## src/rtl/snn_pkg.sv

```systemverilog
// snn_pkg: shared types, constants and helpers for the spiking datapath.
package snn_pkg;

    typedef enum logic [1:0] {IDLE, RUN, DONE} state_e;

    localparam logic [31:0] FIRST_NONE = '1;

    // Clamp v to the signed range of a w-bit value.
    function automatic logic signed [63:0] saturate(input logic signed [63:0] v, input int w);
        logic signed [63:0] hi, lo;
        hi = (64'sd1 <<< (w - 1)) - 64'sd1;
        lo = -hi - 64'sd1;
        return (v > hi) ? hi : (v < lo) ? lo : v;
    endfunction

endpackage

```

## src/rtl/lif_channel.sv

```systemverilog
// lif_channel: one leaky integrate-and-fire neuron with refractory period,
// saturating spike count and first-spike time.
module lif_channel
    import snn_pkg::*;
#(
    parameter int W_IN       = 16,
    parameter int W_POT      = 24,
    parameter int THRESH     = 1000,
    parameter int LEAK_SHIFT = 3,
    parameter int REFRAC     = 2,
    parameter int W_CNT      = 8,
    parameter int W_T        = 8
) (
    input  logic                   clk,
    input  logic                   rst_n,
    input  logic                   step_i,
    input  logic                   clear_i,
    input  logic [W_T-1:0]         step_idx_i,
    input  logic signed [W_IN-1:0] in_i,
    output logic                   spike_o,
    output logic [W_CNT-1:0]       cnt_o,
    output logic [W_T-1:0]         first_o
);
    localparam int W_R = $clog2(REFRAC + 2);

    logic signed [W_POT-1:0] pot_q, pot_d;
    logic [W_R-1:0]          ref_q, ref_d;
    logic [W_CNT-1:0]        cnt_q, cnt_d;
    logic [W_T-1:0]          first_q, first_d;
    logic                    spike_q, spike_d;
    logic signed [W_POT+1:0] p_wide;
    logic signed [63:0]      p_sat;
    logic                    fire;

    always_comb begin
        p_wide  = (W_POT+2)'(pot_q) - ((W_POT+2)'(pot_q) >>> LEAK_SHIFT) + (W_POT+2)'(in_i);
        p_sat   = saturate(64'(p_wide), W_POT);
        fire    = (ref_q == '0) && (p_sat >= 64'(THRESH));
        pot_d   = pot_q;
        ref_d   = ref_q;
        cnt_d   = cnt_q;
        first_d = first_q;
        spike_d = 1'b0;
        if (clear_i) begin
            pot_d   = '0;
            ref_d   = '0;
            cnt_d   = '0;
            first_d = FIRST_NONE[W_T-1:0];
        end else if (step_i) begin
            if (ref_q != '0) begin
                ref_d = ref_q - 1'b1;
            end else if (fire) begin
                spike_d = 1'b1;
                pot_d   = '0;
                ref_d   = W_R'(REFRAC);
                cnt_d   = cnt_q + W_CNT'(cnt_q != '1);
                first_d = (first_q == FIRST_NONE[W_T-1:0]) ? step_idx_i : first_q;
            end else begin
                pot_d = p_sat[W_POT-1:0];
            end
        end
    end

    always_ff @(posedge clk or negedge rst_n) begin
        if (!rst_n) begin
            pot_q   <= '0;
            ref_q   <= '0;
            cnt_q   <= '0;
            first_q <= FIRST_NONE[W_T-1:0];
            spike_q <= 1'b0;
        end else begin
            pot_q   <= pot_d;
            ref_q   <= ref_d;
            cnt_q   <= cnt_d;
            first_q <= first_d;
            spike_q <= spike_d;
        end
    end

    assign spike_o = spike_q;
    assign cnt_o   = cnt_q;
    assign first_o = first_q;

endmodule

```

## src/rtl/lif_neuron_array.sv

```systemverilog
// lif_neuron_array: window sequencer plus N_CH parallel LIF neurons reporting
// per-channel spike counts and first-spike times.
module lif_neuron_array
    import snn_pkg::*;
#(
    parameter int N_CH       = 4,
    parameter int W_IN       = 16,
    parameter int W_POT      = 24,
    parameter int THRESH     = 1000,
    parameter int LEAK_SHIFT = 3,
    parameter int REFRAC     = 2,
    parameter int T_WINDOW   = 250,
    parameter int W_CNT      = 8,
    parameter int W_T        = $clog2(T_WINDOW + 1)
) (
    input  logic                  clk,
    input  logic                  rst_n,
    input  logic                  start,
    input  logic                  en,
    input  logic [N_CH*W_IN-1:0]  in_value,
    output logic [N_CH-1:0]       out_spike,
    output logic [N_CH*W_CNT-1:0] spike_cnt,
    output logic [N_CH*W_T-1:0]   first_time,
    output logic                  busy,
    output logic                  window_done
);
    state_e         state_q, state_d;
    logic [W_T-1:0] step_q, step_d;
    logic           done_q, done_d;
    logic           clear, step, last;

    always_comb begin
        clear   = start && (state_q != RUN);
        step    = (state_q == RUN) && en;
        last    = step && (step_q == W_T'(T_WINDOW - 1));
        state_d = clear ? RUN : last ? DONE : state_q;
        step_d  = clear ? '0 : step ? step_q + 1'b1 : step_q;
        done_d  = last;
    end

    always_ff @(posedge clk or negedge rst_n) begin
        if (!rst_n) begin
            state_q <= IDLE;
            step_q  <= '0;
            done_q  <= 1'b0;
        end else begin
            state_q <= state_d;
            step_q  <= step_d;
            done_q  <= done_d;
        end
    end

    assign busy        = (state_q == RUN);
    assign window_done = done_q;

    for (genvar g = 0; g < N_CH; g++) begin : g_ch
        lif_channel #(
            .W_IN(W_IN), .W_POT(W_POT), .THRESH(THRESH), .LEAK_SHIFT(LEAK_SHIFT),
            .REFRAC(REFRAC), .W_CNT(W_CNT), .W_T(W_T)
        ) u_ch (
            .clk       (clk),
            .rst_n     (rst_n),
            .step_i    (step),
            .clear_i   (clear),
            .step_idx_i(step_q),
            .in_i      (in_value[g*W_IN +: W_IN]),
            .spike_o   (out_spike[g]),
            .cnt_o     (spike_cnt[g*W_CNT +: W_CNT]),
            .first_o   (first_time[g*W_T +: W_T])
        );
    end

endmodule
```

## config.mk

```make
export PLATFORM = sky130hd
export DESIGN_NAME = lif_neuron_array
export DESIGN_NICKNAME = d
export VERILOG_FILES = /design/src/rtl/snn_pkg.sv /design/src/rtl/lif_channel.sv /design/src/rtl/lif_neuron_array.sv
export SDC_FILE = /design/constraint.sdc
export NUM_CORES = 1
export LEC_CHECK = 0
export ABC_AREA = 0
export CAP_MARGIN = 25
export CELL_PAD_IN_SITES_DETAIL_PLACEMENT = 2
export CELL_PAD_IN_SITES_GLOBAL_PLACEMENT = 2
export CORE_MARGIN = 2
export CORE_UTILIZATION = 30
export CTS_BUF_LIST = sky130_fd_sc_hd__clkbuf_4 sky130_fd_sc_hd__clkbuf_8 sky130_fd_sc_hd__clkbuf_16
export CTS_CLUSTER_SIZE = 14
export DETAILED_ROUTE_END_ITERATION = 6
export HOLD_SLACK_MARGIN = 0.02
export PLACE_DENSITY = 0.81
export SLEW_MARGIN = 20
export SYNTH_ARGS = -nofsm -noshare
export SYNTH_HDL_FRONTEND = slang
export SYNTH_SLANG_ARGS = --single-unit
```

## constraint.sdc

```tcl
create_clock -name clk -period 5.1 [get_ports clk]
set_input_delay 0.51 -clock clk [delete_from_list [all_inputs] [get_ports clk]]
set_output_delay 0.51 -clock clk [all_outputs]
set_load 0.005 [all_outputs]
```

# Word level (Yosys, flattened, before mapping)
# Index checks and enable logic that the tools add are counted.
# word_totals
ff_bits,183
in_bits,68
out_inout_bits,70
wordCells,208
# classes
addsub,17
n_lt_le_gt_ge,12
n_eq_ne,15
mux,96
reduce_logical,45
# op_table
op,count
64-bit two-way mux,8
24-bit two-way mux,16
8-bit two-way mux,38
64-bit by 11-bit greater-or-equal comparator with 1-bit output (second input constant),4
25-bit by 16-bit adder with 26-bit output,4
26-bit by 24-bit greater-than comparator with 1-bit output (second input constant),4
26-bit by 24-bit less-than comparator with 1-bit output (second input constant),4
24-bit by 21-bit subtractor with 25-bit output,4
8-bit equality test (second input constant),5
2-bit two-way mux,18
8-bit by 1-bit adder with 8-bit output,4
8-bit inequality test (second input constant),4
2-bit nonzero test,14
1-bit two-way mux,16
2-bit AND reduction,8
4-bit AND reduction,4
3-bit AND reduction,4
3-bit nonzero test,4
8-bit by 1-bit adder with 8-bit output (second input constant),1
2-bit zero test,4
2-bit inequality test (second input constant),4
2-bit by 1-bit subtractor with 2-bit output (second input constant),4
1-bit logical AND,7
2-bit by 1-bit equality test with 1-bit output (second input constant),1
2-bit by 1-bit inequality test with 1-bit output (second input constant),1

# Logic depth before layout (Yosys ltp)
# depth
ltp_word,11
depth_mapped,28
depth_no_buf,26

# By module
# Synthesis repeated with hierarchy kept, for this count alone.
# hier_totals
hier_cells,2244
area_unflattened_um2,18868.1
# modules_own_cells
module,n_inst,cells_per_inst,area_each_um2,seq_area_each_um2
lif_channel at g_ch[2].u_ch,1,573,4687.0,1086.0
lif_channel at g_ch[3].u_ch,1,553,4659.5,1086.0
lif_channel at g_ch[0].u_ch,1,540,4559.4,1086.0
lif_channel at g_ch[1].u_ch,1,525,4429.2,1086.0
lif_neuron_array,1,53,533.0,275.3

# Least setup slack after synthesis
# OpenSTA, ideal clock, no wires.
# synth_path
path_kind,in2reg
startpoint,in in_value[31]
endpoint,reg g_ch[1].u_ch.first_q[0]
setup_ns,0.090
arrival_time_ns,5.608
required_time_ns,5.010
setup_slack_ns,-0.598
stages,24
n_path_buf,2
path_cell_list,inv_1 > fa_1 > inv_1 > ha_1 > clkbuf_1 > and3_1 > nand2_1 > nor2_1 > nand2_1 > o211a_1 > xnor2_1 > nand3_1 > ha_1 > clkbuf_1 > nor2_1 > and3_1 > nor3b_1 > or4b_1 > o41a_1 > nand4_1 > nor4_4 > nor4_4 > mux2i_1 > nand2_1
# synth_via
elab_chain_len,8
word_cells_on_any_way,9
classes_between,add/sub: 1; order compare: 3; mux: 2; reduce/logical: 3
# synth_lines
element,line,text
"start, declared",lif_neuron_array.sv:20,"input logic [N_CH*W_IN-1:0] in_value,"
25-bit by 16-bit adder with 26-bit output *,lif_channel.sv:36,p_wide = (W_POT+2)'(pot_q) - ((W_POT+2)'(pot_q) >>> LEAK_SHIFT) + (W_POT+2)'(in_i);
26-bit by 24-bit less-than comparator with 1-bit output,snn_pkg.sv:13,return (v > hi) ? hi : (v < lo) ? lo : v;
64-bit two-way mux,snn_pkg.sv:13,
64-bit two-way mux *,snn_pkg.sv:13,
64-bit by 11-bit greater-or-equal comparator with 1-bit output *,lif_channel.sv:38,fire = (ref_q == '0) && (p_sat >= 64'(THRESH));
1-bit logical AND *,lif_channel.sv:38,
2-bit nonzero test (no line) *,-,
4-bit AND reduction (no line) *,-,
"end signal, assigned",lif_channel.sv:69,first_q <= FIRST_NONE[W_T-1:0];
"end signal, assigned",lif_channel.sv:75,first_q <= first_d;
"end, declared",lif_channel.sv:29,"logic [W_T-1:0] first_q, first_d;"
# Mark *: on every way between the ends. The rest lies on a longest branch, timed or not.
# A chain may end at the register's enable or synchronous reset.

# Worst setup path in the final report
# layout_path
startpoint,reg g_ch[3].u_ch.pot_q[7]
endpoint,reg g_ch[3].u_ch.first_q[1]
# layout_via
elab_chain_len,9
word_cells_on_any_way,10
classes_between,add/sub: 2; order compare: 3; mux: 2; reduce/logical: 3
# layout_lines
element,line,text
"start, declared",lif_channel.sv:26,"logic signed [W_POT-1:0] pot_q, pot_d;"
"start signal, assigned",lif_channel.sv:72,pot_q <= pot_d;
24-bit by 21-bit subtractor with 25-bit output *,lif_channel.sv:36,
25-bit by 16-bit adder with 26-bit output *,lif_channel.sv:36,
26-bit by 24-bit less-than comparator with 1-bit output,snn_pkg.sv:13,
64-bit two-way mux,snn_pkg.sv:13,
64-bit two-way mux *,snn_pkg.sv:13,
64-bit by 11-bit greater-or-equal comparator with 1-bit output *,lif_channel.sv:38,
1-bit logical AND *,lif_channel.sv:38,
2-bit nonzero test (no line) *,-,
4-bit AND reduction (no line) *,-,
"end signal, assigned",lif_channel.sv:69,
"end signal, assigned",lif_channel.sv:75,
"end, declared",lif_channel.sv:29,
# Marked as above.

==> flow_summary.yaml <==
cts:
  cts_sinks: 183
  insertion_delay_ns: 0.54
  ctsLongestPathBuffers: 2
  cts.reportedPaths.clkPinSlew_ns: 0.08
  ctsRootBufferMaster: "clkbuf_16"
  cts_tree: "built"
  cts_max_level: 4
  cts_hold_buffers: 0
  cts_buffers: 17
global_routing:
  grt_pass1_wl_mm: 145
  track_usage_pct: 31.4
  grt_pass1_vias: 23200
  antenna_found_initial: 0
  grt_max_degree: 106
  overflow: 0
yosys:
  yosysSeqAreaShare_pct: 26.4
  yosys.cell_types.count: 89
  synth-edff-count: 0
  async_flop_share_pct: 100
  synth_top_area_cell: "dfrtp_1"
  syn_area_sq_um: 17500
  synth_area_leaders: "dfrtp_1 (22%), fa_1 (11%), ha_1 (9.6%)"
  yosysWarnings: 0
  synth_top_area_share_pct: 21.6
  ys.flop_type: "dfrtp_1"
  synth_nets: 2405
  syn_area_per_cell_sq_um: 8.29
  synthCells: 2111
  synth_seq_cells: 183
floorplanning:
  chipWidth_um: 246
  core_area_sq_um: 57700
  ios: 138
  design.die.area_sq_um: 60300
  start_util_pct: 30.3
  die_h_um: 246
  fp-row-count: 88
hold_path:
  hp-class: "in2async"
routing:
  drtAntennaViolNets: 0
  drcViolationCount: 0
  vias_per_cell: 5.77
  drtPass1Iterations: 5
  drt_iter0_drc: 1376
  routed_wl_mm: 108
  wire_per_inst_um: 30.4
  vias: 20600
setup_path:
  cp_common_cell: "buf_4"
  startpoint: "g_ch[3].u_ch.pot_q[7]"
  end_kind: "flip-flop"
  crit_fanout: 8
  start_kind: "flip-flop"
  slowest_delay_ns: 0.53
  rr_startpoint: "g_ch[3].u_ch.pot_q[7]"
  cp.required_ns: 5.56
  cp.arrival_ns: 6.54
  crit_type: "reg2reg"
  cp_slowest_cell: "fa_1"
finish:
  postLayoutCellArea_sq_um: 28000
  final_common_cell: "buf_4"
  final_cell_mix: "buf_4 (516), inv_1 (339), nand2_1 (173), dfrtp_1 (135), clkdlybuf4s50_1 (122)"
  fill_cells: 5975
  fin_nets: 3088
  antennaDiodeCount: 0
  drive_gt1_share_pct: 40.4
  area_growth_pct: 59.9
sta:
  drv_slew: 0
  tightest_slew_ns: 1.19
  finalSetupViolations: 166
  period_needed_ns: 6.08
  rsz0062_at_grt: "yes"
  max_slew_margin_pct: 19.8
  timing.fmax_ghz: 0.164
  setup_ws_ns: -0.982
  fin_setup_tns_ns: -107.38
  hold_viol_final: 0
  fin_skew_ns: 0.0282
  fin_crit_sh_pct: 119
  holdWs_ns: 0.0897
place:
  port_buffers: 137
  hpwl_mm: 59.7
  placed_area_sq_um: 23200
  gp_congestion: 0.888
job:
  drv_cap: 0
run_status:
  outcome: "finished with violations"
  violations: "negative setup slack"
## critical path, delay by kind of cell, from the launching register on
kind / cells / cell delay (ns)
adders and majority gates: 3 / 1.22
buffers and inverters: 8 / 1.08
muxes: 1 / 0.26
AOI/OAI and AO/OA: 10 / 1.91
DFF: 1 / 0.42
and+or+nand+nor: 7 / 1.08
## cells in the mapped netlist, types with 28 or more instances
library cell / count
xnor2_1: 42
mux2i_1: 30
a21o_1: 38
xor2_1: 30
dfstp_2: 32
ha_1: 134
a22o_1: 53
nand4_1: 36
dfrtp_1: 151
nand2_1: 188
nand3_1: 41
nor2_1: 135
o21ai_0: 122
nor3_1: 28
a21oi_1: 142
clkbuf_1: 54
fa_1: 92
inv_1: 383
## sequential cells by signal, indices dropped and copies added (netlist names)
name / flops
g_ch.u_ch.pot_q: 96
g_ch.u_ch.cnt_o: 32
g_ch.u_ch.first_o: 32
g_ch.u_ch.ref_q: 8
step_q: 8
g_ch.u_ch.spike_o: 4
state_q: 2
window_done: 1
## worst paths after layout
check	depth (start not counted)	endpoint	slack [ns]
min in group clk	2	state_q[1]	0.52
worst max register to register	29	g_ch[3].u_ch.first_o[1]	-0.98
worst min-delay path	1	g_ch[1].u_ch.pot_q[4]	0.09
worst min register to register	2	state_q[1]	0.52
max in group asynchronous	2	g_ch[2].u_ch.pot_q[15]	3.57
worst max-delay path	29	g_ch[3].u_ch.first_o[1]	-0.98
## metal layers
metal	part of all wire, %	vias up	global-route usage, %
met1	38	10700	34.8
met5	0	-	0
met2	52	864	58.0
met4	6.5	0	15.1
li1	-	8627	-
met3	4.3	451	5.07
## through the flow
step / util (%) / cells / setup WS (ns)
2_1_floorplan: - / 2111 / -0.210
3_3_place_gp: 40.1 / 3398 / -1.08
3_5_place_dp: 40.1 / 3398 / -1.54
4_1_cts: 45.6 / 3513 / -0.412
5_1_grt: 48.5 / 3572 / -0.997
6_report: 48.5 / 3572 / -0.982
## cells by family after synthesis
| logic type | synth area share, % |
|---|---|
| flip-flops | 26.4 |
| multiplexers | 2.10 |
| buffers and inverters | 10.0 |
| AO/OA/AOI/OAI | 22.6 |
| XOR/XNOR | 3.60 |
| AND/OR/NAND/NOR | 15.2 |
| adder cells (fa/ha/maj) | 20.1 |
## final cells by class
| class | instances | area [sq um] | area share [%] |
|---|---|---|---|
| repair buffers | 739 | 6290 | 22.5 |
| multi-input cells | 1470 | 14100 | 50.3 |
| flip-flops and latches | 183 | 4640 | 16.6 |
| well taps | 765 | 957 | 3.42 |
| inverters | 383 | 1450 | 5.18 |
| clock buffers | 19 | 440 | 1.57 |
| clock inverters | 13 | 134 | 0.478 |
## timing repair
| item | CTS | global route |
|---|---|---|
| cloned | 3 | 0 |
| pin swaps | 170 | 138 |
| resized for setup | 418 | 284 |
| setup buffers | 84 | 68 |
| endpoints found under the setup margin | 166 | 166 |
Power is not shown: default switching activity piles up to over one toggle a cycle in this logic, so the estimate is an artifact.
==> patch (config.mk and constraints unchanged) <==
The parameter `T_WINDOW` goes from 250 to 500.
--- a/src/rtl/lif_neuron_array.sv
+++ b/src/rtl/lif_neuron_array.sv
@@ -9,7 +9,7 @@
     parameter int THRESH     = 1000,
     parameter int LEAK_SHIFT = 3,
     parameter int REFRAC     = 2,
-    parameter int T_WINDOW   = 250,
+    parameter int T_WINDOW   = 500,
     parameter int W_CNT      = 8,
     parameter int W_T        = $clog2(T_WINDOW + 1)
 ) (
Interface: changed (resized first_time); port bits go from 138 to 142. The function was not compared with the original's and may differ.
==> patch against the unedited design <==
The run still ends with negative setup slack left; critical path type unchanged; non-clock buffer count grew 9; largest cell class unchanged; final area rose by 0.37%; sequential cell count rose by 5; sequential share of layout area rose by 0.43 points; synthesized area grew 3.1%; count of clock-buffer cells in the layout decreased by 1; critical endpoint is now g_ch[3].u_ch.pot_q[7]; worst setup slack improved by 13 ps; wire length rose by 7.3%; final cell count up 2.0%; highest routed layer unchanged.
Power is left out: the tool's default activity adds up to more than one toggle a clock period on the data nets, which glitch-free logic cannot reach.
==> patch: results (changes against the unedited design) <==
qor: timing.timing.slew.headroom 25.5% [+5.7 points]
qor: placement.placedInstanceArea 23600 µm² [+2.0%]
qor: outcome.outcome complete, but fails checks
qor: finish.buffer_area_share 22.9% [+0.40 points]
qor: finish.final_cells 3643 [+2.0%]
qor: synth.syn_nets 2465 [+2.5%]
qor: synth.synth_commonest_cells 369 x inv_1, 181 x nand2_1, 155 x nor2_1
qor: grt.grt_use_met1 34.6% [-0.19 points]
qor: finish.nets 3150 [+2.0%]
qor: placement.buffer_ports.inserted 141 [+2.9%]
qor: worst_setup_path.worst_ep_arrival_time 6480 ps [-60 ps]
qor: timing.skew 25.0 ps [-3.11 ps]
qor: grt.grt_start_max_net_pins 99 [-6.6%]
qor: timing.worst_hold_slack 57.8 ps [-31.9 ps]
qor: worst_setup_path.cpLargestDelayFamily simple AND/OR/NAND/NOR gates
qor: worst_setup_path.worst_setup_path_endpoint g_ch[3].u_ch.pot_q[7]
qor: worst_setup_path.crit_path_max_incr_delay 910 ps [+380 ps]
qor: grt.globalRouteTotalUtil 30.8% [-0.64 points]
qor: synth.yosysSeqAreaShare 26.3% [-0.062 points]
qor: grt.grt_use_met3 4.40% [-0.68 points]
qor: synth.synth_cell_type_count 96 [+7.9%]
qor: timing.report.final.setup_viol 173 [+4.2%]
qor: timing.post_route_setup_tns -103470 ps [+3910 ps]
qor: outcome.violations negative setup slack
qor: finish.inv_count 370 [-3.4%]
qor: finish.layout.clock.cell_area_share 2.10% [+0.050 points]
qor: routing.met2WireLength 57800 µm [+3.2%]
qor: grt.grt_first_pass_wirelength 148000 µm [+2.4%]
qor: placement.numPlacedInstances 3454 [+1.6%]
qor: synth.syn_inst 2172 [+2.9%]
qor: clock_network.cts_buffers 17 [unchanged]
qor: timing.final_critical_path_setup_slack -969 ps [+13.5 ps]
qor: routing.wirelength_met1 42300 µm [+3.9%]
qor: finish.buffers_excl_clock 748 [+1.2%]
qor: worst_setup_path.timing.reg2reg.worst_path_depth 25 [-14%]
qor: clock_network.clk_pin_slew_worst_paths 100 ps [+20 ps]
qor: die.std_cell_rows 89 [+1.1%]
qor: finish.postLayoutCellArea 28100 µm² [+0.37%]
qor: synth.post_synth_main_area_contributors dfrtp_1 21%, fa_1 10%, ha_1 9.2%, inv_1 7.7%, dfstp_2 5.2%
qor: routing.average_detailed_routed_wire_length_per_instance 31.9 µm [+5.2%]
qor: finish.numSequentialCells 188 [+2.7%]
qor: finish.sh_seq_area 17.0% [+0.43 points]
qor: placement.routabilityCongestion 0.901 [+1.4%]
qor: placement.place_ws -1280 ps [+267 ps]
qor: finish.n_clock_buffer 18 [-1]
[patch: changes by cell type after synthesis, sizes merged, moves of 10 or more]
cell    delta
inv       -13
and3      +15
nor4      +11
a21oi     +16
o31ai     -18
nand3     +10
nor2      +22
nand2b    -10
a22o      +14
[patch: repair_timing]
| action | CTS | global route |
|---|---|---|
| hold buffers | 0 | 0 |
| buffers inserted | 88 | 71 |
| endpoints found under the setup margin | 172 | 172 |
| pin swaps | 136 | 152 |
| gates cloned | 9 | 1 |
| gates resized for setup | 330 | 267 |
[patch: cells by family (layout without fill, tap and decap cells)]
group | after synthesis | count (layout) | share of synthesized area [%]
AO/OA/AOI/OAI | 590 | 591 | 22.3
XOR/XNOR | 75 | 75 | 3.64
adder cells (fa/ha/maj) | 225 | 225 | 19.4
buffers and inverters | 455 | 1150 | 9.81
flip-flops | 188 | 188 | 26.3
multiplexers | 31 | 31 | 1.74
AND/OR/NAND/NOR | 608 | 610 | 16.8
